## src/rtl/coherence_bus_ctrl_if.sv

```systemverilog
// Bundle of the cache-side and RAM-side signals of the coherence bus controller.
// The slave modport is the controller's view.
// The master modport is the view of the caches plus the RAM that surround it.
interface coherence_bus_ctrl_if #(
   parameter int CPUS = 2
);
   // instruction side
   logic [CPUS-1:0]        iREN;
   logic [CPUS-1:0][31:0]  iaddr;
   logic [CPUS-1:0]        iwait;
   logic [CPUS-1:0][31:0]  iload;
   // data side
   logic [CPUS-1:0]        dREN;
   logic [CPUS-1:0]        dWEN;
   logic [CPUS-1:0][31:0]  daddr;
   logic [CPUS-1:0][31:0]  dstore;
   logic [CPUS-1:0]        dwait;
   logic [CPUS-1:0][31:0]  dload;
   // coherence side
   logic [CPUS-1:0]        ccwrite;
   logic [CPUS-1:0]        cctrans;
   logic [CPUS-1:0]        ccwait;
   logic [CPUS-1:0]        ccinv;
   logic [CPUS-1:0][31:0]  ccsnoopaddr;
   // single-port RAM
   logic                   ramREN;
   logic                   ramWEN;
   logic [31:0]            ramaddr;
   logic [31:0]            ramstore;
   logic [31:0]            ramload;
   logic [1:0]             ramstate;

   modport slave (
      input  iREN, iaddr, dREN, dWEN, daddr, dstore, ccwrite, cctrans, ramload, ramstate,
      output iwait, iload, dwait, dload, ccwait, ccinv, ccsnoopaddr,
             ramREN, ramWEN, ramaddr, ramstore
   );

   modport master (
      output iREN, iaddr, dREN, dWEN, daddr, dstore, ccwrite, cctrans, ramload, ramstate,
      input  iwait, iload, dwait, dload, ccwait, ccinv, ccsnoopaddr,
             ramREN, ramWEN, ramaddr, ramstore
   );
endinterface

```

## src/rtl/coherence_bus_ctrl.sv

```systemverilog
// Two-core bus and coherence controller.
// It arbitrates dcache and icache RAM traffic, and snoops the other dcache on read misses.
// It broadcasts write-invalidates and owns the single RAM port.
module coherence_bus_ctrl #(
   parameter int CPUS      = 2,
   parameter int BURST_MAX = 4
) (
   input  logic                 CLK,
   input  logic                 nRST,
   coherence_bus_ctrl_if.slave  bus
);

   localparam int              BW        = $clog2(BURST_MAX + 1);
   localparam logic [BW-1:0]   BURST_LIM = BW'(BURST_MAX);

   typedef enum logic [3:0] {
      IDLE, SNOOP_SETUP, SNOOP_RESP, C2C, RAM_RD, RAM_WR, INV_SETUP, INV, IFETCH
   } state_t;

   typedef enum logic [1:0] {
      RAM_FREE, RAM_BUSY, RAM_ACCESS, RAM_ERROR
   } ram_state_t;

   state_t               state, state_nx;
   logic                 grant, grant_nx;
   logic                 rr, rr_nx;
   logic [BW-1:0]        burst, burst_nx;
   logic                 dg;
   logic                 o_core;
   logic                 active;
   logic                 access;
   logic [CPUS-1:0]      dreq;

   logic [CPUS-1:0]        iwait_c, dwait_c, ccwait_c, ccinv_c;
   logic [CPUS-1:0][31:0]  iload_c, dload_c, snoop_c;
   logic                   ren_c, wen_c;
   logic [31:0]            raddr_c, rstore_c;

   assign dreq   = bus.dREN | bus.dWEN | bus.ccwrite;
   assign o_core = ~grant;
   assign access = (ram_state_t'(bus.ramstate) == RAM_ACCESS);

   // Transaction state, granted core, round-robin pointer and burst length.
   always_ff @(posedge CLK or negedge nRST) begin
      if (!nRST) begin
         state <= IDLE;
         grant <= 1'b0;
         rr    <= 1'b0;
         burst <= '0;
      end else begin
         // NOTE: registers use non-blocking assignments so every flop samples pre-edge values.
         state <= state_nx;
         grant <= grant_nx;
         rr    <= rr_nx;
         burst <= burst_nx;
      end
   end

   // Whether the granted core still holds the request that opened the current transaction.
   always_comb begin
      active = 1'b0;
      case (state)
         SNOOP_SETUP, SNOOP_RESP, C2C, RAM_RD: active = bus.dREN[grant];
         RAM_WR:                               active = bus.dWEN[grant];
         INV_SETUP, INV:                       active = bus.ccwrite[grant];
         IFETCH:                               active = bus.iREN[grant];
         default:                              active = 1'b0;
      endcase
   end

   // Arbitration, dispatch, next state and all bus outputs.
   always_comb begin
      // NOTE: every combinational signal gets a default first so no path infers a latch.
      state_nx = state;
      grant_nx = grant;
      rr_nx    = rr;
      burst_nx = burst;
      dg       = grant;
      iwait_c  = '1;
      dwait_c  = '1;
      iload_c  = '0;
      dload_c  = '0;
      ccwait_c = '0;
      ccinv_c  = '0;
      snoop_c  = '0;
      ren_c    = 1'b0;
      wen_c    = 1'b0;
      raddr_c  = '0;
      rstore_c = '0;

      if (state == IDLE) begin
         if (|dreq) begin
            // Keep the current core until its burst is spent, then fall back to round-robin.
            if (dreq[grant] && (burst < BURST_LIM)) begin
               dg       = grant;
               burst_nx = burst + BW'(1);
            end else begin
               dg       = dreq[rr] ? rr : ~rr;
               burst_nx = BW'(1);
            end
            grant_nx = dg;
            if ((dg != grant) || (burst_nx == BURST_LIM))
               rr_nx = ~dg;
            if (bus.dWEN[dg])
               state_nx = RAM_WR;
            else if (bus.ccwrite[dg])
               state_nx = INV_SETUP;
            else
               state_nx = SNOOP_SETUP;
         end else if (|bus.iREN) begin
            grant_nx = bus.iREN[0] ? 1'b0 : 1'b1;
            burst_nx = '0;
            state_nx = IFETCH;
         end
      end else if (!active) begin
         // The requester gave up: abandon quietly, without a completion strobe.
         state_nx = IDLE;
      end else begin
         case (state)
            SNOOP_SETUP, SNOOP_RESP: begin
               ccwait_c[o_core] = 1'b1;
               snoop_c[o_core]  = bus.daddr[grant];
               if (state == SNOOP_SETUP)
                  state_nx = SNOOP_RESP;
               else
                  state_nx = bus.cctrans[o_core] ? C2C : RAM_RD;
            end
            C2C: begin
               // Dirty block flows to the requester and is written back in the same access.
               ccwait_c[o_core] = 1'b1;
               snoop_c[o_core]  = bus.daddr[grant];
               wen_c            = 1'b1;
               raddr_c          = bus.daddr[grant];
               rstore_c         = bus.dstore[o_core];
               dload_c[grant]   = bus.dstore[o_core];
               if (access) begin
                  dwait_c[grant] = 1'b0;
                  state_nx       = IDLE;
               end
            end
            RAM_RD: begin
               ren_c   = 1'b1;
               raddr_c = bus.daddr[grant];
               if (access) begin
                  dload_c[grant] = bus.ramload;
                  dwait_c[grant] = 1'b0;
                  state_nx       = IDLE;
               end
            end
            RAM_WR: begin
               wen_c    = 1'b1;
               raddr_c  = bus.daddr[grant];
               rstore_c = bus.dstore[grant];
               if (access) begin
                  dwait_c[grant] = 1'b0;
                  state_nx       = IDLE;
               end
            end
            INV_SETUP: begin
               ccwait_c[o_core] = 1'b1;
               snoop_c[o_core]  = bus.daddr[grant];
               state_nx         = INV;
            end
            INV: begin
               // The invalidate strobe doubles as the requester's acknowledge.
               ccwait_c[o_core] = 1'b1;
               snoop_c[o_core]  = bus.daddr[grant];
               ccinv_c          = '1;
               state_nx         = IDLE;
            end
            IFETCH: begin
               ren_c   = 1'b1;
               raddr_c = bus.iaddr[grant];
               if (access) begin
                  iload_c[grant] = bus.ramload;
                  iwait_c[grant] = 1'b0;
                  state_nx       = IDLE;
               end
            end
            default: state_nx = IDLE;
         endcase
      end
   end

   assign bus.iwait       = iwait_c;
   assign bus.iload       = iload_c;
   assign bus.dwait       = dwait_c;
   assign bus.dload       = dload_c;
   assign bus.ccwait      = ccwait_c;
   assign bus.ccinv       = ccinv_c;
   assign bus.ccsnoopaddr = snoop_c;
   assign bus.ramREN      = ren_c;
   assign bus.ramWEN      = wen_c;
   assign bus.ramaddr     = raddr_c;
   assign bus.ramstore    = rstore_c;

endmodule

```

## src/flat_wrapper.sv

```systemverilog
// flat-port wrapper written by rule: the top's interface ports become plain ports
module coherence_bus_ctrl_flat 
#(
   parameter int CPUS      = 2,
   parameter int BURST_MAX = 4
)
  (CLK, nRST, bus_iREN, bus_iaddr, bus_dREN, bus_dWEN, bus_daddr, bus_dstore, bus_ccwrite, bus_cctrans, bus_ramload, bus_ramstate, bus_iwait, bus_iload, bus_dwait, bus_dload, bus_ccwait, bus_ccinv, bus_ccsnoopaddr, bus_ramREN, bus_ramWEN, bus_ramaddr, bus_ramstore);
  coherence_bus_ctrl_if #(.CPUS(CPUS)) bus_i ();
  input  logic CLK;
  input  logic nRST;
  input wire logic [$bits(bus_i.iREN)-1:0] bus_iREN;
  input wire logic [$bits(bus_i.iaddr)-1:0] bus_iaddr;
  input wire logic [$bits(bus_i.dREN)-1:0] bus_dREN;
  input wire logic [$bits(bus_i.dWEN)-1:0] bus_dWEN;
  input wire logic [$bits(bus_i.daddr)-1:0] bus_daddr;
  input wire logic [$bits(bus_i.dstore)-1:0] bus_dstore;
  input wire logic [$bits(bus_i.ccwrite)-1:0] bus_ccwrite;
  input wire logic [$bits(bus_i.cctrans)-1:0] bus_cctrans;
  input wire logic [$bits(bus_i.ramload)-1:0] bus_ramload;
  input wire logic [$bits(bus_i.ramstate)-1:0] bus_ramstate;
  output wire logic [$bits(bus_i.iwait)-1:0] bus_iwait;
  output wire logic [$bits(bus_i.iload)-1:0] bus_iload;
  output wire logic [$bits(bus_i.dwait)-1:0] bus_dwait;
  output wire logic [$bits(bus_i.dload)-1:0] bus_dload;
  output wire logic [$bits(bus_i.ccwait)-1:0] bus_ccwait;
  output wire logic [$bits(bus_i.ccinv)-1:0] bus_ccinv;
  output wire logic [$bits(bus_i.ccsnoopaddr)-1:0] bus_ccsnoopaddr;
  output wire logic [$bits(bus_i.ramREN)-1:0] bus_ramREN;
  output wire logic [$bits(bus_i.ramWEN)-1:0] bus_ramWEN;
  output wire logic [$bits(bus_i.ramaddr)-1:0] bus_ramaddr;
  output wire logic [$bits(bus_i.ramstore)-1:0] bus_ramstore;
  assign bus_i.iREN = bus_iREN;
  assign bus_i.iaddr = bus_iaddr;
  assign bus_i.dREN = bus_dREN;
  assign bus_i.dWEN = bus_dWEN;
  assign bus_i.daddr = bus_daddr;
  assign bus_i.dstore = bus_dstore;
  assign bus_i.ccwrite = bus_ccwrite;
  assign bus_i.cctrans = bus_cctrans;
  assign bus_i.ramload = bus_ramload;
  assign bus_i.ramstate = bus_ramstate;
  assign bus_iwait = bus_i.iwait;
  assign bus_iload = bus_i.iload;
  assign bus_dwait = bus_i.dwait;
  assign bus_dload = bus_i.dload;
  assign bus_ccwait = bus_i.ccwait;
  assign bus_ccinv = bus_i.ccinv;
  assign bus_ccsnoopaddr = bus_i.ccsnoopaddr;
  assign bus_ramREN = bus_i.ramREN;
  assign bus_ramWEN = bus_i.ramWEN;
  assign bus_ramaddr = bus_i.ramaddr;
  assign bus_ramstore = bus_i.ramstore;
  coherence_bus_ctrl #(.CPUS(CPUS), .BURST_MAX(BURST_MAX)) u_core (.CLK(CLK), .nRST(nRST), .bus(bus_i));
endmodule
```

## config.mk

```make
export PLATFORM = sky130hd
export DESIGN_NAME = coherence_bus_ctrl_flat
export DESIGN_NICKNAME = d
export VERILOG_FILES = /design/src/rtl/coherence_bus_ctrl_if.sv /design/src/rtl/coherence_bus_ctrl.sv /design/src/flat_wrapper.sv
export SDC_FILE = /design/constraint.sdc
export NUM_CORES = 1
export LEC_CHECK = 0
export CORE_AREA = 2 2 198 200
export CTS_CLUSTER_SIZE = 12
export DETAILED_ROUTE_END_ITERATION = 16
export DIE_AREA = 0 0 200 202
export GPL_TIMING_DRIVEN = 0
export PLACE_DENSITY = 0.48
export SYNTH_ARGS = -nofsm -noshare
export SYNTH_HDL_FRONTEND = slang
export SYNTH_SLANG_ARGS = --single-unit
```

## constraint.sdc

```tcl
create_clock -name CLK -period 7.3 [get_ports CLK]
set_input_delay 1.46 -clock CLK [delete_from_list [all_inputs] [get_ports CLK]]
set_output_delay 1.46 -clock CLK [all_outputs]
set_load 0.1 [all_outputs]
```

Word-level counts from Yosys, hierarchy flattened
Cells that the tools add are included.
Word-level totals
  register bits: 9
  input bits: 238
  output and inout port bits: 266
  word-level logic and storage cells: 145
Cells by class
  add/sub/neg operators: 1
  magnitude comparators: 7
  equality and inequality tests: 13
  muxes and demuxes: 92
  bitwise operators: 9
  reductions and logical operators: 19
Operator list (count)
  64-bit two-way mux: 9
  32-bit two-way mux: 14
  64-bit AND: 3
  32-bit one-hot mux with 2 select lines: 2
  64-bit one-hot mux with 2 select lines: 1
  32-bit demux with 1-bit select: 2
  1-bit two-way mux: 33
  4-bit two-way mux: 7
  2-bit two-way mux: 13
  3-bit two-way mux: 7
  4-bit by 3-bit == test with 1-bit output (second input constant): 4
  4-bit one-hot mux with 3 select lines: 1
  2-bit OR reduction: 6
  4-bit by 2-bit == test with 1-bit output (second input constant): 2
  1-bit by 2-bit less-than comparator with 1-bit output (second input constant): 4
  4-bit OR reduction: 2
  5-bit OR reduction: 1
  4-bit by 1-bit == test with 1-bit output (second input constant): 1
  4-bit == test (second input constant): 1
  4-bit logical NOT: 1
  4-bit != test (second input constant): 1
  2-bit bitwise OR: 2
  1-bit one-hot mux with 4 select lines: 1
  2-bit AND reduction: 2
  15 further kinds: 21

Longest topological paths before layout
Gate-level depths: netlist of the first run.
  depth after elaboration: 14
  gate-level depth with buffers: 8
  gate-level depth less buffers: 5

Worst setup path before layout of the first run
OpenSTA, ideal clock, no wires.
  path type: input to output
  start point: input port bus_dREN[1]
  end point: output port bus_ramREN
  data arrival time: 5.287 ns
  data required time: 5.840 ns
  slack: 0.553 ns
  stages on the path: 6
  buffers on the path: 2
  path through: mux2i_1 > or4_4 > and2_1 > buf_4 > buf_2 > nor4_1
On the way
  longest elaborated chain between the ends: 5
RTL lines
  from (decl): RTL line flat_wrapper.sv:13  | input wire logic [$bits(bus_i.dREN)-1:0] bus_dREN;
  1-bit two-way mux (not written as such) (2 in series): RTL line coherence_bus_ctrl.sv:63  | SNOOP_SETUP, SNOOP_RESP, C2C, RAM_RD: active = bus.dREN[grant];
  1-bit one-hot mux with 4 select lines: RTL line coherence_bus_ctrl.sv:62  | case (state)
  1-bit two-way mux: RTL line coherence_bus_ctrl.sv:115  | end else if (!active) begin
  1-bit two-way mux: RTL line coherence_bus_ctrl.sv:91  | if (state == IDLE) begin
  to (decl): RTL line flat_wrapper.sv:28  | output wire logic [$bits(bus_i.ramREN)-1:0] bus_ramREN;
No other way between the ends. The select of a mux whose other input is x is not followed.

Worst setup path after layout of the first run
  start point: input port bus_ramstate[1]
  end point: output port bus_dload[26]
On the way
  longest elaborated chain between the ends: 5
RTL lines
  from (decl): RTL line flat_wrapper.sv:20  | input wire logic [$bits(bus_i.ramstate)-1:0] bus_ramstate;
  2-bit == test: RTL line coherence_bus_ctrl.sv:41  | assign access = (ram_state_t'(bus.ramstate) == RAM_ACCESS);
  64-bit two-way mux: RTL line coherence_bus_ctrl.sv:144  | if (access) begin
  64-bit one-hot mux with 2 select lines: RTL line coherence_bus_ctrl.sv:119  | case (state)
  64-bit two-way mux: RTL line coherence_bus_ctrl.sv:115
  64-bit two-way mux: RTL line coherence_bus_ctrl.sv:91
  to (decl): RTL line flat_wrapper.sv:24  | output wire logic [$bits(bus_i.dload)-1:0] bus_dload;
No other way between the ends.

==> metrics.cfg, run 1 <==
[clocking]
cts_resized = 0
cts-hold-fix-buffers = 0
clk_latency_ns = 0.24
cts.sinks = 9
htreeDepth = 1
post_cts_buffers = 0
cts_tree = built
root_buffer = clkbuf_16
clk_pin_slew_worst_paths_ns = 0.04
clock_path_buffers = 2
numCtsBuffers = 3

[job]
maxCapViolations = 0

[power_and_ir_drop]
clkPwrFrac = 0.029
p_seq_frac = 0.026
power_mw = 3.41
vdd_drop_max_mv = 0.161
powerDensity_nw_per_um2 = 326
leakage_nw = 3.89
switching_share = 0.696
power.internal_mw = 1.04
p_comb_frac = 0.944
switchingPower_mw = 2.37

[logic_synthesis]
syn_inst = 689
ys.warnings.count = 0
ys_ff_latch = 9
syn_area_sq_um = 4670
synthArstFlopShare = 1.00
syn-num-nets = 928
synth_top_flop_cell = dfrtp_1
synthDistinctLibCells = 53
synth_edf_count = 0
synth.avg_cell_area_sq_um = 6.78
yosysSeqAreaShare = 0.0482

[sta]
hold_slack_ns = 0.519
post-route-period-util = 0.908
setup_viol = 0
worst_slew_pin_slew_ns = 1.12
hold_viol_final = 0
relSlewSlack = 0.249
clock_skew_ns = 0.00322
period_minus_slack_ns = 6.63
fmax_mhz = 151
rsz0062_at_grt = no
slew_viol_final = 0

[floorplan]
die_h_um = 202
start_util = 0.122
fp.dieArea_sq_um = 40400
num_rows = 72
die_w_um = 200
io_pins = 504
core_area_sq_um = 38300

[global_routing]
grt-ovfl-total = 0
use_met1 = 0.206
grt_pass1_wl_um = 55600
grt_pass1_vias = 8296
busiest_layer = met2
grt_util_all_layers = 0.186
grt_max_degree = 11
grt_use_met2 = 0.358
antenna_found_initial = 4
grt_use_met3 = 0.0357

[critical_path]
max_stage_delay_ns = 1.23
crit_required_ns = 5.84
cp.arrival_ns = 5.17
cp_cell_sequence = clkdlybuf4s50_1 > nor3b_1 > and3b_1 > clkbuf_1 > clkbuf_1 > a22oi_1 > nor2_1 > clkdlybuf4s50_1
cp-start-kind = input pin
crit_fanout = 10
end_kind = output port
critical_path_buf_inv_count = 4
critPathKind = in2out
critPathSlowestCell = clkdlybuf4s50_1
path_delay_family = buffers and inverters

[route]
detail-route-antenna-nets = 0
vias_per_cell = 4.66
drt-pass1-iter-count = 5
num_vias = 8004
wl_um = 39900
wl_per_cell_um = 23.3
drc = 0
drt_iter0_drc = 465

[layout]
n_fill_cell = 4201
fin_cells = 1718
final_util = 0.274
drive_gt1_frac = 0.0284
post-route-cell-area_sq_um = 10500
fin_nets = 1438
synthToLayoutAreaGrowth_pct = 124

[placed_design]
port_buffers = 503
gp_congestion = 0.837
placedCellCount = 1712
dpl.hpwl_um = 33700
place_area_sq_um = 10400

[worst_hold_path]
hp-class = reg2reg

[outcome]
status = complete, no violations

stage by stage:
step	setup TNS [ns]	setup WS (ns)
detailed placement	0	0.645
finish	0	0.669
CTS	0	0.624
floorplan	0	0.553
global placement	-3.86	-0.221
global route	0	0.502
layer usage:
layer  vias to the layer above  wire, um
met5                         -         0
met4                         0       971
met3                        52      3350
met2                       489     20700
met1                      3784     14900
li1                       3679         -
logic make-up after synthesis:
family          Yosys count  share of synthesized area
xor+xnor                  1                    0.00187
flops                     9                     0.0482
buf+inv                  99                     0.0999
simple gates            310                      0.353
fa+ha+maj                 1                    0.00268
mux                      71                      0.153
compound gates          198                      0.341
cell usage in the layout, fill, tap and decap left out, drive strengths merged, types with 3 or more instances in the layout:
cell type,synthesis,final
clkdlybuf4s50,0,503
nand3,4,4
o22a,32,32
nor2,105,105
buf,22,24
a221oi,64,64
a22oi,65,65
nor4bb,3,3
and2,67,67
o21ai,4,4
nor4,4,4
and3,65,65
inv,7,7
mux2,4,4
nand2b,4,4
dfrtp,9,9
mux2i,67,67
nand2,5,5
nor3,38,38
nor3b,3,3
clkbuf,70,74
a21oi,9,9
or3,4,4
cell usage after synthesis (all sizes together), types with 2 or more instances:
| cell | count | area [sq um] |
|---|---|---|
| nor2 | 105 | 394 |
| clkbuf | 70 | 263 |
| and2 | 67 | 419 |
| mux2i | 67 | 671 |
| a22oi | 65 | 488 |
| and3 | 65 | 407 |
| a221oi | 64 | 561 |
| nor3 | 38 | 190 |
| o22a | 32 | 280 |
| buf | 22 | 178 |
| a21oi | 9 | 48.8 |
| dfrtp | 9 | 225 |
| inv | 7 | 26.3 |
| nand2 | 5 | 18.8 |
| mux2 | 4 | 45.0 |
| nand2b | 4 | 25.0 |
| nand3 | 4 | 20.0 |
| nor4 | 4 | 25.0 |
| o21ai | 4 | 20.0 |
| or3 | 4 | 25.0 |
| nor3b | 3 | 22.5 |
| nor4bb | 3 | 30.0 |
| a211oi | 2 | 15.0 |
| a21o | 2 | 15.0 |
| a22o | 2 | 17.5 |
| a31oi | 2 | 12.5 |
| and3b | 2 | 17.5 |
| nor2b | 2 | 12.5 |
| o2bb2ai | 2 | 17.5 |
| o41ai | 2 | 17.5 |
power groups by stage:
stage / clock, mW / combinational [mW] / sequential, mW
3_5_place_dp: 0 / 3.26 / 0.0900
5_1_grt: 0.103 / 3.40 / 0.0929
3_3_place_gp: 0 / 3.25 / 0.0887
6_report: 0.0996 / 3.22 / 0.0899
4_1_cts: 0.0997 / 3.27 / 0.0897
2_1_floorplan: 0 / 2.26 / 0.0851
final cells by class:
class / instances / area (sq um) / share of cell area
sequential: 9 / 225 / 0.0215
clock buffer: 4 / 78.8 / 0.00753
antenna: 2 / 5.00 / 0.000478
timing repair buffer: 505 / 5060 / 0.483
multi-input combinational: 581 / 3990 / 0.381
tap: 518 / 648 / 0.0619
inverter: 7 / 26.3 / 0.00251
buffer: 92 / 440 / 0.0420
state kept, by name, indices dropped and copies added (netlist names):
register      count
u_core.grant      1
u_core.rr         1
u_core.burst      3
u_core.state      4
path summary, 6_finish.rpt:
check	start	slack (ns)	depth (start not counted)	to
worst min-delay path	u_core.rr	0.52	1	u_core.rr
min in group asynchronous	nRST	1.52	1	u_core.rr
worst max-delay path	bus_ramstate[1]	0.67	8	bus_dload[26]
worst min register to register	u_core.rr	0.52	1	u_core.rr
worst max register to register	u_core.grant	4.79	7	u_core.state[1]
max in group asynchronous	nRST	5.48	1	u_core.state[2]
(Power assumes the default switching activity.)
==> run 2: changes to the inputs <==
--- a/config.mk
+++ b/config.mk
@@ -11,6 +11,7 @@
 export DIE_AREA = 0 0 200 202
 export GPL_TIMING_DRIVEN = 0
 export PLACE_DENSITY = 0.48
+export SKIP_LAST_GASP = 1
 export SYNTH_ARGS = -nofsm -noshare
 export SYNTH_HDL_FRONTEND = slang
 export SYNTH_SLANG_ARGS = --single-unit
==> results of run 2 <==
Same layout as run 1: the final DEF is identical, and so are final timing and power.
==> RTL edit 1: new RTL, flow settings as in run 1 <==
`CPUS` is set to 2 in 3 places; all go to 1.
--- a/src/rtl/coherence_bus_ctrl_if.sv
+++ b/src/rtl/coherence_bus_ctrl_if.sv
@@ -2,7 +2,7 @@
 // The slave modport is the controller's view.
 // The master modport is the view of the caches plus the RAM that surround it.
 interface coherence_bus_ctrl_if #(
-   parameter int CPUS = 2
+   parameter int CPUS = 1
 );
    // instruction side
    logic [CPUS-1:0]        iREN;
--- a/src/rtl/coherence_bus_ctrl.sv
+++ b/src/rtl/coherence_bus_ctrl.sv
@@ -2,7 +2,7 @@
 // It arbitrates dcache and icache RAM traffic, and snoops the other dcache on read misses.
 // It broadcasts write-invalidates and owns the single RAM port.
 module coherence_bus_ctrl #(
-   parameter int CPUS      = 2,
+   parameter int CPUS      = 1,
    parameter int BURST_MAX = 4
 ) (
    input  logic                 CLK,
--- a/src/flat_wrapper.sv
+++ b/src/flat_wrapper.sv
@@ -1,7 +1,7 @@
 // flat-port wrapper written by rule: the top's interface ports become plain ports
 module coherence_bus_ctrl_flat 
 #(
-   parameter int CPUS      = 2,
+   parameter int CPUS      = 1,
    parameter int BURST_MAX = 4
 )
   (CLK, nRST, bus_iREN, bus_iaddr, bus_dREN, bus_dWEN, bus_daddr, bus_dstore, bus_ccwrite, bus_cctrans, bus_ramload, bus_ramstate, bus_iwait, bus_iload, bus_dwait, bus_dload, bus_ccwait, bus_ccinv, bus_ccsnoopaddr, bus_ramREN, bus_ramWEN, bus_ramaddr, bus_ramstore);
Interface: changed (15 resized); port bits go from 504 to 303. No check against the original RTL was run, so the function may have changed too.
==> RTL edit 1 against run 1 <==
Sequential power up 17%; setup slack worse by 0.26 ns; largest cell class unchanged; critical endpoint is now bus_dload[14]; register-to-register slack better by 0.36 ns; wire length down 59%; critical path depth down 1; core utilization down 11 points; synthesized cell count down 50%; sequential cell count unchanged; synthesized area down 50%; non-clock buffer count down 259; design area down 42%; power down 53%; first-iteration DRC count down 71%; via count down 51%.
==> RTL edit 1: results (changes against run 1) <==
[route]
top_layer = met5  ; was met4
wl_met3_um = 1770  ; was 3350 µm
via_per_inst = 3.36  ; was 4.66
m1WireLength_um = 6260  ; was 14900 µm
route.met2.wl_um = 7860  ; was 20700 µm
first_pass_iters = 4  ; was 5
drtIter0Drc = 135  ; was 465
vias = 3913  ; was 8004

[timing]
fin_worst_skew_ns = 0.00106  ; was 0.00322 ns
tightest_slew_ns = 1.05  ; was 1.12 ns

[logic_synthesis]
syn_nets = 480  ; was 928
avgSynthCellArea_um2 = 6.89  ; was 6.78 µm²
ys_top_cells_by_area = and2_1 26%, a22oi_1 20%, dfrtp_1 9.6%  ; was mux2i_1 14%, a221oi_1 12%, a22oi_1 10%
synth_cell_type_count = 46  ; was 53
ys_seq_area_frac = 0.0956  ; was 0.0482

[global_routing]
grt_pass1_vias = 3912  ; was 8296
grt_antenna_before_repair = 1  ; was 4
grt_pass1_wl_um = 23000  ; was 55600 µm

[placement]
dpl-instance-area_um2 = 6030  ; was 10400 µm²
dp_cells = 1162  ; was 1712
place.gp.congestion = 0.807  ; was 0.837
numPortBuffers = 302  ; was 503
hpwl_um = 13200  ; was 33700 µm

[power]
p_clk_mw = 0.0973  ; was 0.0996 mW
p_leak_nw = 1.98  ; was 3.89 nW
clock_power_share = 0.061  ; was 0.029
irDropWorstVdd_mv = 0.0919  ; was 0.161 mV

[setup_path]
slowest_delay_ns = 1.16  ; was 1.23 ns
worstPathArrival_ns = 5.43  ; was 5.17 ns

[outcome]
status = completed  ; unchanged

[cells_and_area]
n_antenna_cell = 0  ; was 2
nFillCells = 4348  ; was 4201
drive_gt1_frac = 0.0648  ; was 0.0284

-- RTL edit 1: cell types whose count changed after synthesis, moves of 29 or more --
cell | run 1 | this run
nor3_1 | 38 | 3
a221oi_1 | 64 | 0
and3_1 | 65 | 1
o22a_1 | 32 | 0
mux2i_1 | 67 | 0
clkbuf_1 | 70 | 8
and2_1 | 67 | 96
nor2_1 | 105 | 35
a21oi_1 | 8 | 37
-- RTL edit 1: logic make-up (layout without fill, tap and decap cells) --
logic type,Yosys count,count (layout),synth area share
and+or+nand+nor,161,161,0.408
AOI/OAI and AO/OA,128,128,0.384
buffers and inverters,41,347,0.0994
DFF,9,9,0.0956
xor gates and xnor gates,2,2,0.00744
adders and majority gates,1,1,0.00531
-- RTL edit 1: layout make-up --
cell class	instances	area, µm²	area share
sequential	9	225	0.0369
inverter	5	18.8	0.00307
clock buffer	4	78.8	0.0129
timing repair buffer	302	3020	0.495
multi-input combinational	292	1900	0.311
tap	518	648	0.106
buffer	36	215	0.0353
-- RTL edit 1: final timing paths --
check,endpoint,from,slack (ns)
min reg2reg,u_core.burst[1],u_core.burst[1],0.51
min,u_core.burst[1],u_core.burst[1],0.51
max in group asynchronous,u_core.state[1],nRST,5.49
max reg2reg,u_core.state[3],u_core.state[1],5.15
max,bus_dload[14],bus_ramstate[1],0.41
min in group asynchronous,u_core.rr,nRST,1.53
-- RTL edit 1: layer usage --
| layer | vias up | track usage |
|---|---|---|
| met5 | - | 0 |
| met4 | 2 | 0.0193 |
| met3 | 23 | 0.0179 |
| met2 | 251 | 0.138 |
| met1 | 1779 | 0.0822 |
| li1 | 1858 | - |
==> RTL edit 2: new RTL, settings of run 1 <==
Without the edit above. Re-encode `state_t` (9 states) as one-hot, 9 bits wide.
--- a/src/rtl/coherence_bus_ctrl.sv
+++ b/src/rtl/coherence_bus_ctrl.sv
@@ -13,8 +13,8 @@
    localparam int              BW        = $clog2(BURST_MAX + 1);
    localparam logic [BW-1:0]   BURST_LIM = BW'(BURST_MAX);
 
-   typedef enum logic [3:0] {
-      IDLE, SNOOP_SETUP, SNOOP_RESP, C2C, RAM_RD, RAM_WR, INV_SETUP, INV, IFETCH
+   typedef enum logic [8:0] {
+      IDLE = 9'b000000001, SNOOP_SETUP = 9'b000000010, SNOOP_RESP = 9'b000000100, C2C = 9'b000001000, RAM_RD = 9'b000010000, RAM_WR = 9'b000100000, INV_SETUP = 9'b001000000, INV = 9'b010000000, IFETCH = 9'b100000000
    } state_t;
 
    typedef enum logic [1:0] {
Check against the original RTL: no difference found for any inputs over 4 cycles, from zero or initial values and one cycle with nRST low; so few cycles prove little.
==> RTL edit 2 against run 1 <==
Design area up 2.0%; sequential cell count up 5; global-route usage up 0.34 points; first-iteration DRC count up 35%; synthesized area up 5.1%; setup slack better by 0.0095 ns; wire length up 2.1%; critical endpoint is now bus_ramstore[21].
Power is not compared: it rests on default switching activity, and its combinational part moved more than twofold at a synthesized area within 25%.
==> RTL edit 2: results (changes against run 1) <==
[outcome]
status = completed  ; unchanged

[cells_and_area]
fin_nets = 1555  ; was 1438
reg_top3 = u_core.state x9, u_core.burst x3  ; was u_core.state x4, u_core.burst x3
drive_gt1_frac = 0.0433  ; was 0.0284
nFillCells = 4300  ; was 4201

[logic_synthesis]
synth_common_cells = 178 x nor2_1, 98 x a22oi_1, 66 x and2_1, 45 x clkbuf_1, 45 x nand2_1  ; was 105 x nor2_1, 70 x clkbuf_1, 67 x and2_1, 67 x mux2i_1
ys.flop_type = dfrtp_1  ; unchanged
syn_nets = 1047  ; was 928
avgSynthCellArea_um2 = 6.08  ; was 6.78 µm²
synth_cell_type_count = 58  ; was 53
ys_seq_area_frac = 0.0716  ; was 0.0482
ys_top_cells_by_area = a22oi_1 15%, nor2_1 14%, and2_1 8.4%  ; was mux2i_1 14%, a221oi_1 12%, a22oi_1 10%

[timing]
tightest_slew_ns = 1.20  ; was 1.12 ns
fin_worst_skew_ns = 0.00438  ; was 0.00322 ns

[placement]
dp_cells = 1829  ; was 1712
place.gp.congestion = 0.885  ; was 0.837
pre_cts_slack_ns = 0.663  ; was 0.645 ns
hpwl_um = 34300  ; was 33700 µm

[global_routing]
grt_pass1_wl_um = 57400  ; was 55600 µm
grt_pass1_vias = 8767  ; was 8296
grt_max_degree = 15  ; was 11
grt_usage = 0.189  ; was 0.186

[route]
vias = 8497  ; was 8004
wire_per_inst_um = 22.2  ; was 23.3 µm
drtIter0Drc = 627  ; was 465
totalWireLength_um = 40800  ; was 39900 µm

[setup_path]
r2r-start = u_core.grant  ; unchanged
r2r_slack_ns = 4.17  ; was 4.79 ns
cp-startpoint = bus_ccwrite[0]  ; was bus_ramstate[1]
slowest_delay_ns = 1.25  ; was 1.23 ns
worstPathArrival_ns = 5.16  ; was 5.17 ns
critPathCapture = bus_ramstore[21]  ; was bus_dload[26]
reg2reg_to = u_core.rr  ; was u_core.state[1]

## RTL edit 2: cell types whose count changed after synthesis, sizes merged, moves of 7 or more
cell    before  now
a221oi      64   32
nor2       105  179
nand4        0    7
o22a        32    1
inv          7   37
nand2        5   45
mux2i       67   36
and3        65    2
a211oi       2   33
buf         22   46
o21ai        4   37
a22oi       65   98
clkbuf      70   45
a21oi        9   38
## RTL edit 2: logic make-up (layout without fill, tap and decap cells)
kind of cell    after synthesis  count (layout)  share of synthesized area
fa+ha+maj                     1               1                    0.00255
other cells                   0               2                          0
xor+xnor                      5               5                    0.00892
buf+inv                     128             635                      0.111
compound gates              259             259                      0.375
simple gates                360             360                      0.346
mux                          41              41                     0.0849
flops                        14              14                     0.0716
## RTL edit 2: how the worst min path moves through the flow
stage / startpoint / endpoint / slack [ns] / depth (start not counted)
3_3_place_gp: u_core.burst[1] / u_core.burst[1] / 0.49 / 1
2_1_floorplan: u_core.burst[1] / u_core.burst[1] / 0.48 / 1
4_1_cts: u_core.burst[1] / u_core.burst[1] / 0.52 / 1
3_5_place_dp: u_core.burst[1] / u_core.burst[1] / 0.50 / 1
5_1_grt: u_core.burst[1] / u_core.burst[1] / 0.53 / 1
6_report: u_core.burst[1] / u_core.burst[1] / 0.51 / 1
## RTL edit 2: per-layer routing
| layer | part of all wire | global-route usage |
|---|---|---|
| met5 | 0.00029 | 0 |
| met2 | 0.50 | 0.346 |
| met1 | 0.37 | 0.210 |
| met4 | 0.036 | 0.0706 |
| met3 | 0.091 | 0.0434 |
## RTL edit 2: final cells by class
| type | instances | area share |
|---|---|---|
| Sequential cell | 14 | 0.0329 |
| Inverter | 37 | 0.0130 |
| Timing Repair Buffer | 503 | 0.471 |
| Buffer | 91 | 0.0381 |
| Antenna cell | 2 | 0.000468 |
| Clock buffer | 4 | 0.00831 |
| Tap cell | 518 | 0.0606 |
| Multi-Input combinational cell | 666 | 0.375 |
## RTL edit 2: metrics by stage
| step | instance area [µm²] | hold WS, ns | power, mW |
|---|---|---|---|
| final | 10700 | 0.514 | 1.31 |
| after floorplan | 4910 | 0.477 | 0.751 |
| after global placement | 10600 | 0.495 | 1.18 |
| after CTS | 10700 | 0.518 | 1.31 |
| after detailed placement | 10600 | 0.502 | 1.19 |
| after global routing | 10700 | 0.533 | 1.39 |
## RTL edit 2: report_power, final
| group | internal [mW] | switching [mW] |
|---|---|---|
| sequential | 0.0998 | 0.0169 |
| combinational | 0.378 | 0.689 |
| clock | 0.0834 | 0.0382 |
| total | 0.562 | 0.744 |
